File: config.mk
export PLATFORM = sky130hd
export DESIGN_NAME = leaf_task_dispatcher
export DESIGN_NICKNAME = d
export VERILOG_FILES = /design/src/rtl/leaf_task_dispatcher.sv
export SDC_FILE = /design/constraint.sdc
export NUM_CORES = 1
export LEC_CHECK = 0
export ABC_CLOCK_PERIOD_IN_PS = 5300
export BUFFER_PORTS_ARGS = -buffer_cell sky130_fd_sc_hd__buf_2
export CAP_MARGIN = 10
export CORE_AREA = 2 2 75 69
export CTS_CLUSTER_DIAMETER = 100
export DETAILED_ROUTE_END_ITERATION = 12
export DIE_AREA = 0 0 77 71
export PLACE_DENSITY = 0.75
export SLEW_MARGIN = 20
export SYNTH_ARGS = -nofsm -noshare
export SYNTH_HDL_FRONTEND = slang
export SYNTH_SLANG_ARGS = --single-unit
File: constraint.sdc
create_clock -name clk -period 5.3 [get_ports clk]
set_input_delay 0.265 -clock clk [delete_from_list [all_inputs] [get_ports clk]]
set_output_delay 0.265 -clock clk [all_outputs]
set_load 0.05 [all_outputs]
File: src/rtl/leaf_task_dispatcher.sv
// Round-robin dispatcher: one held task word is sent to exactly one enabled leaf.
// Latency: a word loaded on edge k is presented to its leaf from cycle k+1; 1 word/cycle sustained.
// Backpressure: in_ready stalls while the held word waits on its target leaf or when no leaf is enabled.
module leaf_task_dispatcher #(
    parameter int DATA_W = 8,
    parameter int N_LEAF = 5,
    parameter int CNT_W  = 16
) (
    input  logic              clk,
    input  logic              rst_n,
    input  logic              in_valid,
    output logic              in_ready,
    input  logic [DATA_W-1:0] in_data,
    input  logic [N_LEAF-1:0] leaf_en,
    output logic [N_LEAF-1:0] out_valid,
    input  logic [N_LEAF-1:0] out_ready,
    output logic [DATA_W-1:0] out_data,
    output logic              busy,
    output logic [CNT_W-1:0]  dispatched_count
);
    localparam int IDX_W = $clog2(N_LEAF);

    typedef enum logic {EMPTY, FULL} state_t;

    state_t             state_q, state_d;
    logic [DATA_W-1:0]  hold_data;
    logic [IDX_W-1:0]   target;
    logic [IDX_W-1:0]   ptr;
    logic [IDX_W-1:0]   sel;
    logic [IDX_W-1:0]   sel_next;
    logic               any_en;
    logic               accept;
    logic               load;

    assign any_en = |leaf_en;

    // First enabled leaf at or after ptr, wrapping modulo N_LEAF.
    always_comb begin
        logic [IDX_W:0] cand;
        logic           found;
        sel   = ptr;
        found = 1'b0;
        cand  = '0;
        for (int k = 0; k < N_LEAF; k++) begin
            cand = {1'b0, ptr} + (IDX_W+1)'(k);
            if (cand >= (IDX_W+1)'(N_LEAF)) begin
                cand = cand - (IDX_W+1)'(N_LEAF);
            end
            if (!found && leaf_en[cand[IDX_W-1:0]]) begin
                sel   = cand[IDX_W-1:0];
                found = 1'b1;
            end
        end
    end

    assign sel_next = (sel == IDX_W'(N_LEAF-1)) ? '0 : sel + 1'b1;

    assign accept    = (state_q == FULL) && out_ready[target];
    assign in_ready  = any_en && ((state_q == EMPTY) || accept);
    assign load      = in_valid && in_ready;
    assign out_valid = (state_q == FULL) ? ({{(N_LEAF-1){1'b0}}, 1'b1} << target) : '0;
    assign out_data  = hold_data;
    assign busy      = (state_q == FULL);

    always_comb begin
        state_d = state_q;
        case (state_q)
            EMPTY:   if (load) state_d = FULL;
            FULL:    if (accept && !load) state_d = EMPTY;
            default: state_d = EMPTY;
        endcase
    end

    always_ff @(posedge clk or negedge rst_n) begin
        if (!rst_n) begin
            state_q <= EMPTY;
        end else begin
            state_q <= state_d;
        end
    end

    // Target and word are frozen while FULL; ptr moves only when a word is loaded.
    always_ff @(posedge clk or negedge rst_n) begin
        if (!rst_n) begin
            hold_data        <= '0;
            target           <= '0;
            ptr              <= '0;
            dispatched_count <= '0;
        end else begin
            if (load) begin
                hold_data <= in_data;
                target    <= sel;
                ptr       <= sel_next;
            end
            if (accept) begin
                dispatched_count <= dispatched_count + CNT_W'(1);
            end
        end
    end
endmodule

**Yosys cells after proc, flatten, opt, wreduce, memory -nomap -nowiden**

Index checks and enable logic that the tools add are counted.

- Add/subtract/negate cells: 11
- Magnitude comparators: 11
- Equality and inequality tests: 1
- Shift operators: 1
- Muxes and demuxes: 31
- Bitwise logic cells: 1
- Reduce and logical (&&, ||, !) cells: 15

Operators by type and width:

| cell | count |
|---|---|
| $mux W3 | 11 |
| $lt A3 B4 Y1 const B | 6 |
| $bmux W1 S3 | 6 |
| $add A16 B1 Y16 const B | 1 |
| $ge A4 B3 Y1 const B | 4 |
| $sub A3 B3 Y3 const B | 5 |
| $mux W1 | 12 |
| $add A3 B2 Y4 const B | 2 |
| $logic_and A1 B1 Y1 | 8 |
| $logic_not A1 Y1 | 5 |
| $mux W5 | 1 |
| $reduce_or A5 Y1 | 1 |
| $shl A1 B3 Y5 const A | 1 |
| $add A3 B1 Y4 const B | 1 |
| $add A3 B3 Y4 const B | 1 |
| $add A3 B1 Y3 const B | 1 |
| $eq A3 B3 Y1 const B | 1 |
| $ge A3 B3 Y1 const B | 1 |
| $pmux W1 S2 | 1 |
| $logic_or A1 B1 Y1 | 1 |
| $not A1 Y1 | 1 |

- Register bits: 31
- Input port bits: 21
- Output and inout bits: 31
- Word-level logic and storage cells: 76

**Depth between registers and ports, before layout**

Gate-level depths: netlist (run 1).

- Depth after elaboration: 19
- Depth in mapped cells: 18
- Depth with buffers taken out: 17

**Worst setup path before layout (run 1)**

OpenSTA, ideal clock, no wires.

- Kind: register to register
- Start: reg ptr[0]
- End: reg ptr[1]
- Library setup time: 0.125 ns
- Arrival: 3.648 ns
- Required time: 5.175 ns
- Slack: 1.528 ns
- Stages on the path, launching flop included: 16
- Path buffers: 1
- Period minus slack after synthesis: 3.772 ns
- Cells stage by stage: dfrtp_1 -> buf_2 -> clkinv_1 -> ha_1 -> inv_1 -> fa_1 -> or3_1 -> a211o_1 -> a21oi_1 -> o211ai_1 -> and3b_1 -> o21ai_1 -> o31ai_1 -> inv_1 -> ha_1 -> mux2_2

- Word-level cells in the longest chain between the ends: 19
- Elaborated cells between the ends (all ways): 49
- Those cells by class: add/sub: 10; order compare: 5; eq/ne: 1; mux: 25; reduce/logical: 8

Ends and longest elaborated chain:

| what | line | text |
|---|---|---|
| from (decl) | 28 | `logic [IDX_W-1:0] ptr;` |
| from (signal assigned) | 93 | `ptr <= sel_next;` |
| parallel branches: the longest is 16 deep, another holds $add A3 B1 Y4 | -- |  |
| $mux W3 (*) | 49 | `if (!found && leaf_en[cand[IDX_W-1:0]]) begin` |
| net sel[0] | 29 | `logic [IDX_W-1:0] sel;` |
| $add A3 B1 Y3 or $eq A3 B3 Y1 (tied branches) | 56 | `assign sel_next = (sel == IDX_W'(N_LEAF-1)) ? '0 : sel + 1'b1;` |
| $mux W3 (*) | 56 |  |
| net sel_next[1] | 30 | `logic [IDX_W-1:0] sel_next;` |

Mark *: on every way through the listed nets, which the timed path passes. The select of a mux whose other input is x is not followed.
A chain may end at the register's enable or synchronous reset.

**Worst setup path in the final report (run 1)**

- Start: reg ptr[1]
- End: reg ptr[1]

Same word-level chain as after synthesis.

==> results of run 1 <==
-- placed cells by master, fill, tap and decap left out, types with 5 or more instances in the layout --
cell type,instances
mux2i_1,5
nand4_1,7
xnor2_1,13
o31ai_1,6
o21ai_0,8
dfrtp_1,31
clkbuf_8,5
nor2b_1,6
nor2_1,15
nand2_1,23
ha_1,11
a21oi_1,7
nand3_1,10
o211ai_1,5
mux2_2,15
buf_2,51
nand2b_1,7
and3_1,6
inv_1,12
-- sequential cells by signal, indices dropped and copies added (netlist names) --
register and flops:
out_data 8, dispatched_count 16, busy 1, target 3, ptr 3
-- logic make-up (layout without fill, tap and decap cells) --
family | count (synthesis) | in the layout | share of synthesized area
adder cells (fa/ha/maj) | 12 | 12 | 0.0620
multiplexers | 25 | 25 | 0.123
AND/OR/NAND/NOR | 96 | 96 | 0.213
buffers and inverters | 26 | 73 | 0.0472
flip-flops | 31 | 31 | 0.305
AO/OA/AOI/OAI | 62 | 62 | 0.191
XOR/XNOR | 17 | 17 | 0.0586
-- worst max-delay path, stage by stage (launching register included) --
cell      delay [ns]
dfrtp_1         0.55
inv_1           0.18
ha_1            0.25
ha_1            0.49
inv_1           0.17
o21ai_2         0.33
mux2i_1         0.20
o21ai_0         0.19
o211ai_1        0.26
o311a_1         0.41
o31ai_1         0.40
inv_1           0.11
ha_1            0.28
mux2_2          0.26
-- through the flow --
stage               hold WS, ns   util
global route             0.0794  0.610
detailed placement        0.340  0.593
finish                   0.0233  0.610
floorplan               -0.0306      -
CTS                      0.0341  0.610
global placement          0.340  0.593
-- layer usage --
| layer | up-vias | share of wire | GRT usage |
|---|---|---|---|
| met1 | 1106 | 0.46 | 0.335 |
| met2 | 83 | 0.46 | 0.354 |
| li1 | 1095 | - | - |
| met5 | - | 0 | 0 |
| met4 | 0 | 0.011 | 0.0655 |
| met3 | 9 | 0.071 | 0.0497 |
-- worst max path at each step --
stage,from,endpoint
after floorplan,ptr[0],ptr[1]
after global placement,ptr[1],ptr[1]
after detailed placement,ptr[1],ptr[1]
after CTS,ptr[1],ptr[1]
after global routing,ptr[1],ptr[2]
final,ptr[1],ptr[1]
-- final cells by class --
cell class              count  area, um2
fillers                   422       1850
multi-input cells         212       1650
flip-flops and latches     31        776
repair buffers             52        263
well taps                  65       81.3
clock buffers               7       76.3
inverters                  13       48.8
clock inverters             1       5.00
==> qor.yml, run 1 <==
floorplan:
  io_pins: 52
  fp.dieW_um: 77
  die-area_mm2: 0.00547
  initial_core_util: 0.536
  core-area_mm2: 0.00474
  die_y_um: 71
  rows: 24
critical_path:
  r2r-start: "ptr[1]"
  critPathCaptureType: "flop"
  reg2regPathDepth: 13
  crit_type: "flop to flop"
  start_kind: "flop"
  cp.arrival_ns: 4.36
  rr_endpoint: "ptr[1]"
  required_ns: 5.47
  cp_max_fo: 12
  reg2reg_slack_ns: 1.11
timing:
  clock_skew_ns: 0.00196
  period_needed_ns: 4.19
  worstMarginPinSlew_ns: 0.689
  worst_slack_ns: 1.11
  max_freq_ghz: 0.239
  relSlewSlack: 0.540
  finalHoldViolations: 0
  post-route-period-util: 0.791
  slew_violations: 0
  tns_ns: 0
  finalSetupViolCount: 0
  rsz0062_at_grt: "false"
logic_synthesis:
  synth_edf_count: 0
  syn_nets: 302
  synthCells: 269
  synth_most_common_cell: "dfrtp_1"
  synth_seq_area_share: 0.305
  synth.largest_area_cell: "dfrtp_1"
  ys_warn_count: 0
  synthesis.area_mm2: 0.00254
  synth_area_leaders: "dfrtp_1 (31%), mux2_2 (6.6%), ha_1 (5.4%)"
  yosys-top-cells-count: "dfrtp_1 (31), nand2_1 (23), mux2_2 (15), nor2_1 (15), xnor2_1 (13)"
  syn_area_per_cell_um2: 9.45
  synth_flop_cell: "dfrtp_1"
  synth_seq_cells: 31
  ys_types: 70
  synth-async-reset-ratio: 1.00
  synth_top_area_frac: 0.305
cts:
  clk_path_buf_depth: 2
  cts.sinks: 31
  cts_hold_buf: 0
  clk_pin_slew_ns: 0.06
  insertion_delay_ns: 0.28
  cts_setup_buffers: 0
  cts_buffers: 5
  htree_levels: 2
  cts_resized: 0
  root_buffer: "clkbuf_8"
  cts_tree: "built"
finish:
  nets: 348
  area_growth_syn_to_layout_pct: 13.9
  n_antenna_cell: 0
  fin_cells: 381
  fin_area_mm2: 0.00290
  layout-drive-gt1-share: 0.278
routing:
  wire_per_inst_um: 15.9
  drt-initial-drc-count: 118
  dr.pass1.iters: 4
  routed_wl_mm: 6.05
  drc: 0
  drtAntennaViolNets: 0
  via_per_inst: 6.02
  via_count: 2293
global_routing:
  grt_max_degree: 34
  grt.total_usage: 0.232
  grt_pass1_vias: 2091
  grt_pass1_wl_mm: 10.2
  antenna_found_initial: 0
  grt_overflow: 0
placement:
  placed_area_mm2: 0.00282
  dp_hpwl_mm: 4.46
  port_buffers: 51
  gp_congestion: 0.938
  post-place-cells: 373
  pre_cts_ws_ns: 1.22
job:
  maxCapViolCount: 0
outcome:
  status: "finished clean"
worst_hold_path:
  hold_class: "primary input to asynchronous set/reset pin"
Power of run 1 is not shown: default switching activity piles up to over one toggle a cycle in this logic, so the estimate is an artifact.
==> run 2: changes to the inputs <==
--- a/config.mk
+++ b/config.mk
@@ -5,14 +5,14 @@
 export SDC_FILE = /design/constraint.sdc
 export NUM_CORES = 1
 export LEC_CHECK = 0
-export ABC_CLOCK_PERIOD_IN_PS = 5300
+export ABC_CLOCK_PERIOD_IN_PS = 3380
 export BUFFER_PORTS_ARGS = -buffer_cell sky130_fd_sc_hd__buf_2
 export CAP_MARGIN = 10
-export CORE_AREA = 2 2 75 69
+export CORE_AREA = 2 2 79 73
 export CTS_CLUSTER_DIAMETER = 100
 export DETAILED_ROUTE_END_ITERATION = 12
-export DIE_AREA = 0 0 77 71
-export PLACE_DENSITY = 0.75
+export DIE_AREA = 0 0 81 75
+export PLACE_DENSITY = 0.71
 export SLEW_MARGIN = 20
 export SYNTH_ARGS = -nofsm -noshare
 export SYNTH_HDL_FRONTEND = slang
==> constraint.sdc (replaced) <==
create_clock -name clk -period 3.38 [get_ports clk]
set_input_delay 0.169 -clock clk [delete_from_list [all_inputs] [get_ports clk]]
set_output_delay 0.169 -clock clk [all_outputs]
set_load 0.05 [all_outputs]
==> qor.yml, run 2 (synthesized netlist as in run 1, its figures left out) <==
outcome:
  status: "complete, but fails checks"
  violations: "setup timing"
critical_path:
  critPathCaptureType: "flop"
  rr_endpoint: "ptr[1]"
  cp_max_fo: 5  # -7
  crit_type: "flop to flop"
  reg2reg_slack_ns: -0.12  # -1.23 ns
  r2r-start: "ptr[0]"
  reg2regPathDepth: 13  # unchanged
  required_ns: 3.53  # -1.94 ns
  cp.arrival_ns: 3.66  # -0.70 ns
  start_kind: "flop"
floorplan:
  rows: 25  # +4.2%
  initial_core_util: 0.490  # -0.0462
  io_pins: 52  # unchanged
  die-area_mm2: 0.00608  # +11%
  core-area_mm2: 0.00519  # +9.4%
  die_y_um: 75  # +5.6%
  fp.dieW_um: 81  # +5.2%
cts:
  insertion_delay_ns: 0.27  # about the same
  cts.sinks: 31  # unchanged
  root_buffer: "clkbuf_8"
  cts_buffers: 5  # unchanged
  clk_path_buf_depth: 2  # unchanged
  clk_pin_slew_ns: 0.06  # about the same
  htree_levels: 2  # unchanged
  cts_tree: "built"
finish:
  layout-drive-gt1-share: 0.466  # +0.188
  nets: 405  # +16%
  n_antenna_cell: 0  # unchanged
  fill_cells: 404  # -4.3%
  top_register: "dispatched_count"
  layout_common_cells: "buf_4 (53), buf_2 (51), dfrtp_1 (29)"
  fin_util: 0.686  # +0.0753
  area_growth_syn_to_layout_pct: 40.1
  fin_cells: 440  # +15%
  multi_input_area_mm2: 0.00181  # +9.8%
  largest_reg_flops: 16  # unchanged
  final_common_cell: "buf_4"
  ff_latch_area_um2: 778  # +0.32%
routing:
  via_per_inst: 5.70  # -5.2%
  dr.pass1.iters: 4  # unchanged
  routed_wl_mm: 6.95  # +15%
  via_count: 2510  # +9.5%
  drt-initial-drc-count: 144  # +22%
  wire_per_inst_um: 15.8  # -0.57%
  drtAntennaViolNets: 0  # unchanged
  drc: 0  # unchanged
timing:
  finalHoldViolations: 0  # unchanged
  clock_skew_ns: 0.00388  # +0.00192 ns
  post-route-period-util: 1.04  # +0.246
  max_freq_ghz: 0.285  # +20%
  whs_ns: 0.120  # +0.0970 ns
  worstMarginPinSlew_ns: 0.712  # +0.0225 ns
  finalSetupViolCount: 2  # +2
  period_needed_ns: 3.50  # -0.688 ns
  slew_violations: 0  # unchanged
  worst_slack_ns: -0.123  # -1.23 ns
  relSlewSlack: 0.524  # -0.0161
  rsz0062_at_grt: "true"
placement:
  gp_congestion: 0.914  # -2.6%
  dp_hpwl_mm: 5.07  # +14%
  port_buffers: 51  # unchanged
  post-place-cells: 417  # +12%
worst_hold_path:
  min_to: "out_data[2]"
  min_path_cells: 2
  min_from: "in_data[2]"
  hold_class: "primary input to flop"
global_routing:
  antenna_found_initial: 0  # unchanged
  grt_overflow: 0  # unchanged
  grt_max_degree: 32  # -5.9%
  grt_pass1_wl_mm: 10.9  # +6.7%
  grt.total_usage: 0.232  # +0.000859
  grt_pass1_vias: 2264  # +8.3%
job:
  maxCapViolCount: 0  # unchanged
-- run 2: changes by cell type in the layout (fill, tap and decap cells not counted), sizes merged --
cell	delta
buf	+56
clkbuf	+1
clkinv	-1
dlygate4sd3	+1
-- run 2: worst max path at each step --
stage | from | endpoint | slack (ns)
floorplan | ptr[0] | ptr[1] | -0.05
global placement | ptr[0] | ptr[0] | -0.12
detailed placement | ptr[0] | ptr[0] | -0.14
CTS | ptr[0] | ptr[1] | -0.03
global route | ptr[0] | ptr[1] | -0.21
finish | ptr[0] | ptr[1] | -0.12
-- run 2: timing repair --
| item | CTS | global route |
|---|---|---|
| pin swaps | 6 | 9 |
| hold buffers | 1 | 0 |
| setup buffers | 9 | 6 |
| endpoints found under the hold margin | 31 | 0 |
| gates resized for setup | 10 | 16 |
| endpoints found under the setup margin | 3 | 4 |
-- run 2: worst max-delay path, stage by stage, from the launching register on --
cell       delay, ns
dfrtp_2         0.47
clkinv_8        0.08
ha_4            0.29
mux2_4          0.30
or4_4           0.41
and4_4          0.19
nor3_4          0.26
nor4b_4         0.37
o31ai_4         0.15
buf_4           0.17
o2bb2ai_4       0.12
inv_2           0.08
ha_4            0.20
mux2_4          0.27
-- run 2: area by class of cell --
class,instances,share of cell area
clock buffer,8,0.0281
tap,67,0.0235
inverter,13,0.0172
sequential,31,0.219
timing repair buffer,109,0.205
multi-input combinational,212,0.508
-- run 2: metal layers --
| layer | GRT usage | part of all wire |
|---|---|---|
| met3 | 0.0468 | 0.067 |
| met2 | 0.394 | 0.49 |
| met1 | 0.314 | 0.43 |
| met5 | 0 | 0 |
| met4 | 0.0433 | 0.0098 |
-- run 2: per-stage QoR --
| step | TNS (ns) | setup WS [ns] | area [um2] |
|---|---|---|---|
| after floorplan | -0.0486 | -0.0486 | 2640 |
| after global placement | -0.290 | -0.119 | 3220 |
| after detailed placement | -0.247 | -0.140 | 3220 |
| after CTS | -0.0488 | -0.0295 | 3450 |
| after global routing | -0.512 | -0.208 | 3560 |
| final | -0.194 | -0.123 | 3560 |
Power of run 2 is left out for the same reason.
